--- config.mk ---
export PLATFORM = sky130hd
export DESIGN_NAME = instr_fetch_unit
export DESIGN_NICKNAME = d
export VERILOG_FILES = /design/src/rtl/minirisc_pkg.sv /design/src/rtl/instr_fetch_unit.sv
export SDC_FILE = /design/constraint.sdc
export NUM_CORES = 1
export LEC_CHECK = 0
export CAP_MARGIN = 40
export CORE_ASPECT_RATIO = 1.25
export CORE_MARGIN = 4
export CORE_UTILIZATION = 40
export CTS_CLUSTER_SIZE = 20
export DETAILED_ROUTE_END_ITERATION = 10
export PLACE_DENSITY = 0.71
export SKIP_CTS_REPAIR_TIMING = 1
export SLEW_MARGIN = 20
export SYNTH_ARGS = -nofsm -noshare
export SYNTH_HDL_FRONTEND = slang
export SYNTH_SLANG_ARGS = --single-unit
--- constraint.sdc ---
create_clock -name clk -period 2.3 [get_ports clk]
set_input_delay 0.46 -clock clk [delete_from_list [all_inputs] [get_ports clk]]
set_output_delay 0.46 -clock clk [all_outputs]
set_load 0.05 [all_outputs]
--- src/rtl/minirisc_pkg.sv ---
// minirisc_pkg: opcode constants, branch classifier and fetch-unit
// state encoding shared by the fetch front end and the control decoder.
package minirisc_pkg;

    localparam logic [3:0] OP_NOP   = 4'd0;
    localparam logic [3:0] OP_ALU   = 4'd1;
    localparam logic [3:0] OP_ADDI  = 4'd2;
    localparam logic [3:0] OP_COMPI = 4'd3;
    localparam logic [3:0] OP_LW    = 4'd4;
    localparam logic [3:0] OP_SW    = 4'd5;
    localparam logic [3:0] OP_B     = 4'd6;
    localparam logic [3:0] OP_BR    = 4'd7;
    localparam logic [3:0] OP_BLTZ  = 4'd8;
    localparam logic [3:0] OP_BZ    = 4'd9;
    localparam logic [3:0] OP_BNZ   = 4'd10;
    localparam logic [3:0] OP_BL    = 4'd11;
    localparam logic [3:0] OP_BCY   = 4'd12;
    localparam logic [3:0] OP_B13   = 4'd13;
    localparam logic [3:0] OP_DIFF  = 4'd14;

    localparam logic [31:0] IFU_RESET_PC = 32'h0000_0000;

    typedef enum logic [1:0] {
        S_FETCH   = 2'd0,
        S_HOLD    = 2'd1,
        S_DISCARD = 2'd2,
        S_WAITBR  = 2'd3
    } ifu_state_e;

    // Opcodes 6..13 form the branch group.
    function automatic logic is_branch_op(input logic [3:0] op);
        return (op >= OP_B) && (op <= OP_B13);
    endfunction

endpackage

--- src/rtl/instr_fetch_unit.sv ---
// instr_fetch_unit: MiniRISC fetch front end. Owns the PC, fetches one
// word at a time over imem req/ack, buffers it for decode, and handles
// branch redirects by discarding in-flight fetches.
// Ports: clk, rst_n (async low); imem_req/imem_addr/imem_ack/imem_rdata;
// stall, redirect/redirect_pc, branch_resolved from the pipeline;
// instr_valid/instr/opcode/pc_out/pc_plus to decode.
// Optional macro IFU_BRANCH_HOLD_EN: after a branch is consumed, wait
// for resolution (redirect or branch_resolved) before fetching again.
module instr_fetch_unit
    import minirisc_pkg::*;
#(
    parameter int unsigned ADDR_W   = 32,
    parameter int unsigned INSTR_W  = 32,
    parameter logic [31:0] RESET_PC = IFU_RESET_PC,
    parameter int unsigned PC_STEP  = 4
) (
    input  logic               clk,
    input  logic               rst_n,
    output logic               imem_req,
    output logic [ADDR_W-1:0]  imem_addr,
    input  logic               imem_ack,
    input  logic [INSTR_W-1:0] imem_rdata,
    input  logic               stall,
    input  logic               redirect,
    input  logic [ADDR_W-1:0]  redirect_pc,
    input  logic               branch_resolved,
    output logic               instr_valid,
    output logic [INSTR_W-1:0] instr,
    output logic [3:0]         opcode,
    output logic [ADDR_W-1:0]  pc_out,
    output logic [ADDR_W-1:0]  pc_plus
);

    localparam logic [ADDR_W-1:0] RST_PC = ADDR_W'(RESET_PC);
    localparam logic [ADDR_W-1:0] STEP   = ADDR_W'(PC_STEP);

    ifu_state_e         r_state;
    logic [ADDR_W-1:0]  r_fetch_pc;
    logic [ADDR_W-1:0]  r_addr;
    logic               r_req;
    logic               r_valid;
    logic [INSTR_W-1:0] r_instr;
    logic [ADDR_W-1:0]  r_pc_out;

    logic [3:0]         w_opcode;
    ifu_state_e         w_hold_next;

    assign w_opcode = r_instr[INSTR_W-1 -: 4];

`ifdef IFU_BRANCH_HOLD_EN
    assign w_hold_next = is_branch_op(w_opcode) ? S_WAITBR : S_FETCH;
`else
    logic w_unused;
    assign w_unused    = branch_resolved;
    assign w_hold_next = S_FETCH;
`endif

    always_ff @(posedge clk or negedge rst_n) begin
        if (!rst_n) begin
            r_state    <= S_FETCH;
            r_fetch_pc <= RST_PC;
            r_addr     <= RST_PC;
            r_req      <= 1'b0;
            r_valid    <= 1'b0;
            r_instr    <= '0;
            r_pc_out   <= RST_PC;
        end else if (redirect) begin
            r_fetch_pc <= redirect_pc;
            r_valid    <= 1'b0;
            // An open handshake must still complete before refetching.
            if (r_req && !imem_ack) begin
                r_state <= S_DISCARD;
            end else begin
                r_state <= S_FETCH;
                r_req   <= 1'b0;
            end
        end else begin
            case (r_state)
                S_FETCH: begin
                    // Request is raised one cycle after entering FETCH.
                    if (!r_req) begin
                        r_req  <= 1'b1;
                        r_addr <= r_fetch_pc;
                    end else if (imem_ack) begin
                        r_req      <= 1'b0;
                        r_instr    <= imem_rdata;
                        r_pc_out   <= r_fetch_pc;
                        r_fetch_pc <= r_fetch_pc + STEP;
                        r_valid    <= 1'b1;
                        r_state    <= S_HOLD;
                    end
                end
                S_HOLD: begin
                    if (!stall) begin
                        r_valid <= 1'b0;
                        r_state <= w_hold_next;
                    end
                end
                S_DISCARD: begin
                    // Old address stays on the bus; data is dropped.
                    if (imem_ack) begin
                        r_req   <= 1'b0;
                        r_state <= S_FETCH;
                    end
                end
`ifdef IFU_BRANCH_HOLD_EN
                S_WAITBR: begin
                    if (branch_resolved) begin
                        r_state <= S_FETCH;
                    end
                end
`endif
                default: begin
                    r_state <= S_FETCH;
                    r_req   <= 1'b0;
                end
            endcase
        end
    end

    assign imem_req    = r_req;
    assign imem_addr   = r_addr;
    assign instr_valid = r_valid;
    assign instr       = r_instr;
    assign opcode      = r_valid ? w_opcode : OP_NOP;
    assign pc_out      = r_pc_out;
    assign pc_plus     = r_pc_out + STEP;

endmodule

==> impl_results.md, run 1 <==
* Total non-filler cell area in the finished layout at 10200 µm²
* Filler cells at 1160
* R2r worst-path depth at 6
* Area taken by flip-flops and latches at 3330 µm²
* Max cap viols at 0
* Die width at 119 µm
* Maximum VDD drop at 867 µV
* Seq cells post-synth at 132
* IO Pins at 204
* Sum of negative setup slack at -3560 ps
* Number of nets in the layout at 978
* Crit path max fanout at 4
* H-tree levels at 4
* Via count at 5738
* Number of hold violations in the final report at 0
* Count of antenna diodes in the layout at 0
* Maximum clock rate at 383 MHz
* Share of synthesized registers carrying an async set or reset at 1.00
* Effective utilization at floorplan at 0.412
* Type of origin of the critical path: flip-flop
* Critical hold path startpoint: instr[7]
* Pin count of the biggest net entering global routing at 52
* Dominant cell by count in the synthesized netlist: sky130_fd_sc_hd__nand2_1
* Num rows at 50
* Most common library cells after synthesis: 230 x sky130_fd_sc_hd__nand2_1, 132 x sky130_fd_sc_hd__dfrtp_1, 35 x sky130_fd_sc_hd__mux2_2, 31 x sky130_fd_sc_hd__o21ai_0, 31 x sky130_fd_sc_hd__xnor2_1
* Latest clock arrival within the worst-skew pair at 410 ps
* Area taken by multi-input logic gates at 3210 µm²
* Number of distinct library cells after synthesis at 49
* Overall track demand over capacity in global routing at 0.214
* Height of the die at 147 µm
* Unrepaired setup endpoints after global routing: true
* Total clock buffers created by CTS at 17
* Relative slew margins at 0.591
* Required time of the critical path at 1840 ps
* Seq/Total Area, Yosys at 0.532
* Worst hold margin at 472 ps
* Post-route DRC violation count at 0
* Placed wire-length estimate after detailed placement at 14.1 mm
* Transition at the pin with the smallest max-transition slack at 611 ps
* Number of sinks handled by clock tree synthesis at 132
* Kind of end point of the critical path: output port
* Hold Path Depth at 2
* Final global-route overflow total at 0
* Core Box Area at 15100 µm²
* Port bufs at 202
* Max clock buf depth at 2
* Slew Limit Fails at 0
* Instance count of the mapped netlist at 655
* Synth warnings at 0
* Cell type with the highest aggregate area in the netlist: sky130_fd_sc_hd__dfrtp_1
* Worst clock skew at 6.63 ps
* Power density over the cells at 1630 nW/µm²
* Share of cells above drive strength 1 at 0.259
* Primary FF master, synth: sky130_fd_sc_hd__dfrtp_1
* Syn nets at 727
* Routability Congestion at 0.885
* Wire length of the first global-routing pass at 30.3 mm
* Number of antenna violations at the first check in global routing at 0
* Length of the first detailed-routing pass in iterations at 5
* CTS tree: built
* Violations in the final reports: negative setup slack
* Final setup viols at 18
* Clk pin slew, worst setup/hold paths at 60 ps
* Number of enable-type register cells in the synthesized netlist at 0
* Final wirelength at 19.0 mm
* DR iter-0 viols at 382
* Routed Antenna Nets at 0
* Arrival time of the worst setup path at 2150 ps
* Worst setup timing slack at the placement stage at -164 ps
* Static leakage at 0.00466 µW
* Worst flop-to-flop path endpoint: r_fetch_pc[30]
* Mapped cell area at 6210 µm²
* Critical R2R Launch: r_fetch_pc[2]
* Die Outline Area at 17600 µm²
* Vias in the first global route at 5795
* Worst setup path class: reg -> out
* Area growth from synthesis to final layout at 64.9%
* Top cell type's share of synthesized area at 0.532
* Instance area after placement at 9410 µm²
* Fin worst setup slack at -313 ps
* Dominant cells by area after synthesis: sky130_fd_sc_hd__dfrtp_1 53%, sky130_fd_sc_hd__nand2_1 14%, sky130_fd_sc_hd__mux2_2 6.3%
* Type of the worst min-delay path: reg -> reg
* Tot Pwr at 16700 µW
* Via density at 5.09
* Final critical-path share of the clock period at 1.14
* WL per Instance at 16.9 µm
* Library cell used as clock root buffer: sky130_fd_sc_hd__clkbuf_16
* Worst R2R Setup Slack at 180 ps
* Average footprint of a synthesized cell at 9.48 µm²
* Hold EP: instr[7]
* Outcome: finished, violations left
* Clock period minus final worst setup slack at 2610 ps
-- final cells by class --
type | count | share of cell area
Multi-Input combinational cell | 478 | 0.313
Clock inverter | 15 | 0.0152
Clock buffer | 17 | 0.0416
Sequential cell | 132 | 0.325
Timing Repair Buffer | 270 | 0.277
Tap cell | 208 | 0.0254
Inverter | 7 | 0.00257
-- worst max-delay path by stage --
stage | from | endpoint | slack (ps)
finish | pc_out[2] | pc_plus[24] | -310
detailed placement | imem_ack | r_fetch_pc[28] | -160
floorplan | pc_out[4] | pc_plus[27] | -210
global placement | imem_ack | r_fetch_pc[28] | -160
CTS | pc_out[2] | pc_plus[18] | -470
global route | pc_out[16] | pc_plus[27] | -420
-- cells in the final DEF, fill, tap and decap left out, types with 7 or more instances in the layout --
cell type	netlist	routed
sky130_fd_sc_hd__nand4_1	15	15
sky130_fd_sc_hd__dfrtp_1	132	114
sky130_fd_sc_hd__o21ai_0	31	31
sky130_fd_sc_hd__nand3_1	18	15
sky130_fd_sc_hd__mux2_2	35	35
sky130_fd_sc_hd__and3_1	13	9
sky130_fd_sc_hd__nand2_1	230	227
sky130_fd_sc_hd__xnor2_1	31	15
sky130_fd_sc_hd__nor2_1	17	12
sky130_fd_sc_hd__xor2_1	20	14
sky130_fd_sc_hd__buf_4	3	66
sky130_fd_sc_hd__dlymetal6s2s_1	0	11
sky130_fd_sc_hd__buf_12	0	27
sky130_fd_sc_hd__xnor2_4	0	10
sky130_fd_sc_hd__dfrtp_2	0	18
sky130_fd_sc_hd__inv_1	7	7
sky130_fd_sc_hd__clkdlybuf4s50_1	0	160
sky130_fd_sc_hd__clkbuf_16	0	17
-- registers in the layout, summed over array words and instances (netlist names) --
signal and count:
imem_addr 32, instr 32, pc_out 32, r_fetch_pc 32, r_state 2, imem_req 1
instr_valid 1
-- where the power goes --
| part | total [µW] | leakage (µW) | internal, µW | switching (µW) |
|---|---|---|---|---|
| Combinational | 10000 | 0.00277 | 3830 | 6200 |
| Clock | 2630 | 0.000280 | 1600 | 1030 |
| Sequential | 4020 | 0.00161 | 3280 | 744 |
-- stage by stage --
step            util  std cells
2_1_floorplan      -        655
3_3_place_gp   0.624       1083
3_5_place_dp   0.624       1083
4_1_cts        0.663       1115
5_1_grt        0.679       1127
6_report       0.679       1127
-- metal layers --
layer,global-route usage,vias to the layer above,share of wire
met5,0,-,0
met4,0.0894,0,0.025
met3,0.0462,36,0.053
met2,0.371,204,0.52
met1,0.258,2813,0.40
li1,-,2685,-
-- cells by family (layout without fill, tap and decap cells) --
family | Yosys count | in the layout | share of synthesized area
AO/OA/AOI/OAI | 49 | 49 | 0.0455
buffers and inverters | 45 | 309 | 0.0318
multiplexers | 37 | 37 | 0.0667
flip-flops | 132 | 132 | 0.532
AND/OR/NAND/NOR | 339 | 339 | 0.248
XOR/XNOR | 51 | 51 | 0.0719
adder cells (fa/ha/maj) | 2 | 2 | 0.00403
-- critical path, cell delays in order, from the launching register on --
cell and delay (ps):
sky130_fd_sc_hd__dfrtp_2 390, sky130_fd_sc_hd__ha_4 140, sky130_fd_sc_hd__and4_4 230, sky130_fd_sc_hd__nand4_1 100
sky130_fd_sc_hd__buf_6 170, sky130_fd_sc_hd__or2_4 260, sky130_fd_sc_hd__nor2_4 140, sky130_fd_sc_hd__xor2_4 170
sky130_fd_sc_hd__buf_12 150
No activity file was read; power rests on OpenSTA's default activity.
==> run 2, diff against run 1 <==
--- a/config.mk
+++ b/config.mk
@@ -11,6 +11,7 @@
 export CORE_UTILIZATION = 40
 export CTS_CLUSTER_SIZE = 20
 export DETAILED_ROUTE_END_ITERATION = 10
+export MAX_ROUTING_LAYER = met4
 export PLACE_DENSITY = 0.71
 export SKIP_CTS_REPAIR_TIMING = 1
 export SLEW_MARGIN = 20
==> constraint.sdc (replaced) <==
create_clock -name clk -period 2.7 [get_ports clk]
set_input_delay 0.54 -clock clk [delete_from_list [all_inputs] [get_ports clk]]
set_output_delay 0.54 -clock clk [all_outputs]
set_load 0.05 [all_outputs]
==> run 2 against run 1 <==
- critical path type unchanged
- register-to-register slack improved by 280 ps
- clock skew rose by 1.4 ps
- first-iteration DRC count fell by 1.6%
- worst hold slack got worse by 370 ps
- die area did not move
- clock-buffer cell count rose by 3
- sequential share of layout area rose by 1.4 points
- the flow still finishes with violations (negative setup slack)
- highest routed layer unchanged
- global-route usage barely moved
- non-clock buffer count fell by 32
- via count fell by 2.7%
- clock power fell by 10%
- combinational power fell by 20%
==> impl_results.md, run 2 (synthesis results as in run 1) <==
* Outcome: finished, violations left
* Violations in the final reports: negative setup slack
* H-tree levels at 4 (unchanged)
* Library cell used as clock root buffer: sky130_fd_sc_hd__clkbuf_16
* DR iter-0 viols at 376 (-1.6%)
* Number of nets in the layout at 946 (-3.3%)
* Maximum clock rate at 355 MHz
* Vias in the first global route at 5656 (-2.4%)
* Dpl cells at 1046 (-3.4%)
* Required time of the critical path at 2160 ps (+320 ps)
* Crit path max fanout at 6 (+2)
* List of cells traversed by the critical path: and3_4 -> nand4_1 -> nor4_4 -> buf_6 -> nand4_1 -> xnor2_2 -> buf_12
* Max cap viols at 0 (unchanged)
* Relative slew margins at 0.553 (-0.0384)
* Height of the die at 147 µm (unchanged)
* Most frequent cell on the critical path: sky130_fd_sc_hd__nand4_1
* Final setup viols at 12 (-6)
* Via count at 5582 (-2.7%)
* Num rows at 50 (unchanged)
* Wire length of the first global-routing pass at 29.5 mm (-2.6%)
* Overall track demand over capacity in global routing at 0.214 (about the same)
* Final wirelength at 18.7 mm (-1.7%)
* Fin worst setup slack at -121 ps (+193 ps)
* Share of cells above drive strength 1 at 0.212 (-0.0470)
* Post-route DRC violation count at 0 (unchanged)
* Routability Congestion at 0.891 (+0.71%)
* Static leakage at 0.00433 µW (-7.1%)
* Finished Core Util at 0.650 (-0.0290)
* Number of hold violations in the final report at 0 (unchanged)
* Total clock buffers created by CTS at 17 (unchanged)
* Slew Limit Fails at 0 (unchanged)
* Cell at the slowest stage of the critical path: sky130_fd_sc_hd__dfrtp_2
* Number of sinks handled by clock tree synthesis at 132 (unchanged)
* Latest clock arrival within the worst-skew pair at 410 ps (about the same)
* Filler cells at 1172 (+1.0%)
* Critical R2R Launch: r_fetch_pc[5]
* Worst setup timing slack at the placement stage at 77.2 ps (+241 ps)
* Effective utilization at floorplan at 0.412 (unchanged)
* Die width at 119 µm (unchanged)
* Source of the critical timing path: pc_out[13]
* Maximum VDD drop at 562 µV (-35%)
* CTS tree: built
* Die Outline Area at 17600 µm² (unchanged)
* Sum of negative setup slack at -971 ps (+2590 ps)
* Power density over the cells at 1420 nW/µm² (-13%)
* Final critical-path share of the clock period at 1.04
* Routed Antenna Nets at 0 (unchanged)
* Number of standard cells in the layout, taps in and fillers out at 1096 (-2.8%)
* Largest stage delay on the critical path at 420 ps (+30 ps)
* Length of the first detailed-routing pass in iterations at 5 (unchanged)
* Worst clock skew at 8.03 ps (+1.40 ps)
* Clock period minus final worst setup slack at 2820 ps
* IO Pins at 204 (unchanged)
* Buffering stage count on the worst path with inverters included at 2 (unchanged)
* WL per Instance at 17.1 µm (+1.1%)
* Core Box Area at 15100 µm² (unchanged)
* Leading cell type in the layout, fill and taps excluded: sky130_fd_sc_hd__nand2_1
* Unrepaired setup endpoints after global routing: true
* Transition at the pin with the smallest max-transition slack at 665 ps (+54.4 ps)
* Cell class contributing the biggest share of worst-path delay: simple AND/OR/NAND/NOR gates
* Tot Pwr at 14000 µW (-16%)
* Area growth from synthesis to final layout at 57.8%
* Number of antenna violations at the first check in global routing at 1 (+1)
* Max clock buf depth at 2 (unchanged)
* Via density at 5.09 (about the same)
* Commonest non-fill, non-tap cells in the layout: 229 x sky130_fd_sc_hd__nand2_1, 173 x sky130_fd_sc_hd__clkdlybuf4s50_1, 117 x sky130_fd_sc_hd__dfrtp_1
* Final global-route overflow total at 0 (unchanged)
* Worst setup path class: reg -> out
* Port bufs at 202 (unchanged)
* Arrival time of the worst setup path at 2280 ps (+130 ps)
* Kind of end point of the critical path: output port
* Pin count of the biggest net entering global routing at 71 (+37%)
* Type of the worst min-delay path: in -> async
* Placed wire-length estimate after detailed placement at 13.5 mm (-4.0%)
* Clk pin slew, worst setup/hold paths at 60 ps (about the same)
* Type of origin of the critical path: flip-flop
run 2: stage by stage:
| step | hold WS [ps] | cell area (µm²) |
|---|---|---|
| global placement | 458 | 8900 |
| global route | 156 | 9800 |
| finish | 104 | 9800 |
| floorplan | 244 | 6410 |
| detailed placement | 463 | 8900 |
| CTS | 129 | 9510 |
run 2: power by group:
| group | switching (µW) | total [µW] | internal [µW] |
|---|---|---|---|
| sequential | 792 | 3580 | 2790 |
| combinational | 5030 | 8010 | 2990 |
| clock | 860 | 2360 | 1500 |
run 2: worst paths after layout:
| path | end | slack, ps | cells after the start |
|---|---|---|---|
| setup / recovery | pc_plus[27] | -120 | 7 |
| min in group clk | instr[14] | 470 | 2 |
| max in group asynchronous | pc_out[23] | 1800 | 2 |
| setup reg to reg | r_fetch_pc[28] | 460 | 5 |
| hold / removal | instr[27] | 100 | 1 |
| hold reg to reg | instr[14] | 470 | 2 |
run 2: area by class of cell:
cell class,count,area (µm²),share of cell area
clock inverters,12,153,0.0156
flip-flops and latches,132,3320,0.339
inverters,7,26.3,0.00268
well taps,208,260,0.0266
repair buffers,238,2530,0.258
diodes,1,2.50,0.000255
multi-input cells,478,3050,0.312
clock buffers,20,457,0.0466
run 2: worst register-to-register path, cell delays in order (launching register included):
cell and delay, ps:
sky130_fd_sc_hd__dfrtp_1 580, sky130_fd_sc_hd__nand4_2 230, sky130_fd_sc_hd__or3_1 520, sky130_fd_sc_hd__or4_1 560, sky130_fd_sc_hd__o22ai_1 160, sky130_fd_sc_hd__a21oi_1 60
run 2: per-layer routing:
metal	global-route usage	vias up	routed length, µm
li1	-	2618	-
met1	0.253	2728	7420
met2	0.360	195	9800
met3	0.0354	41	905
met4	0.0951	0	580
met5	-	-	0
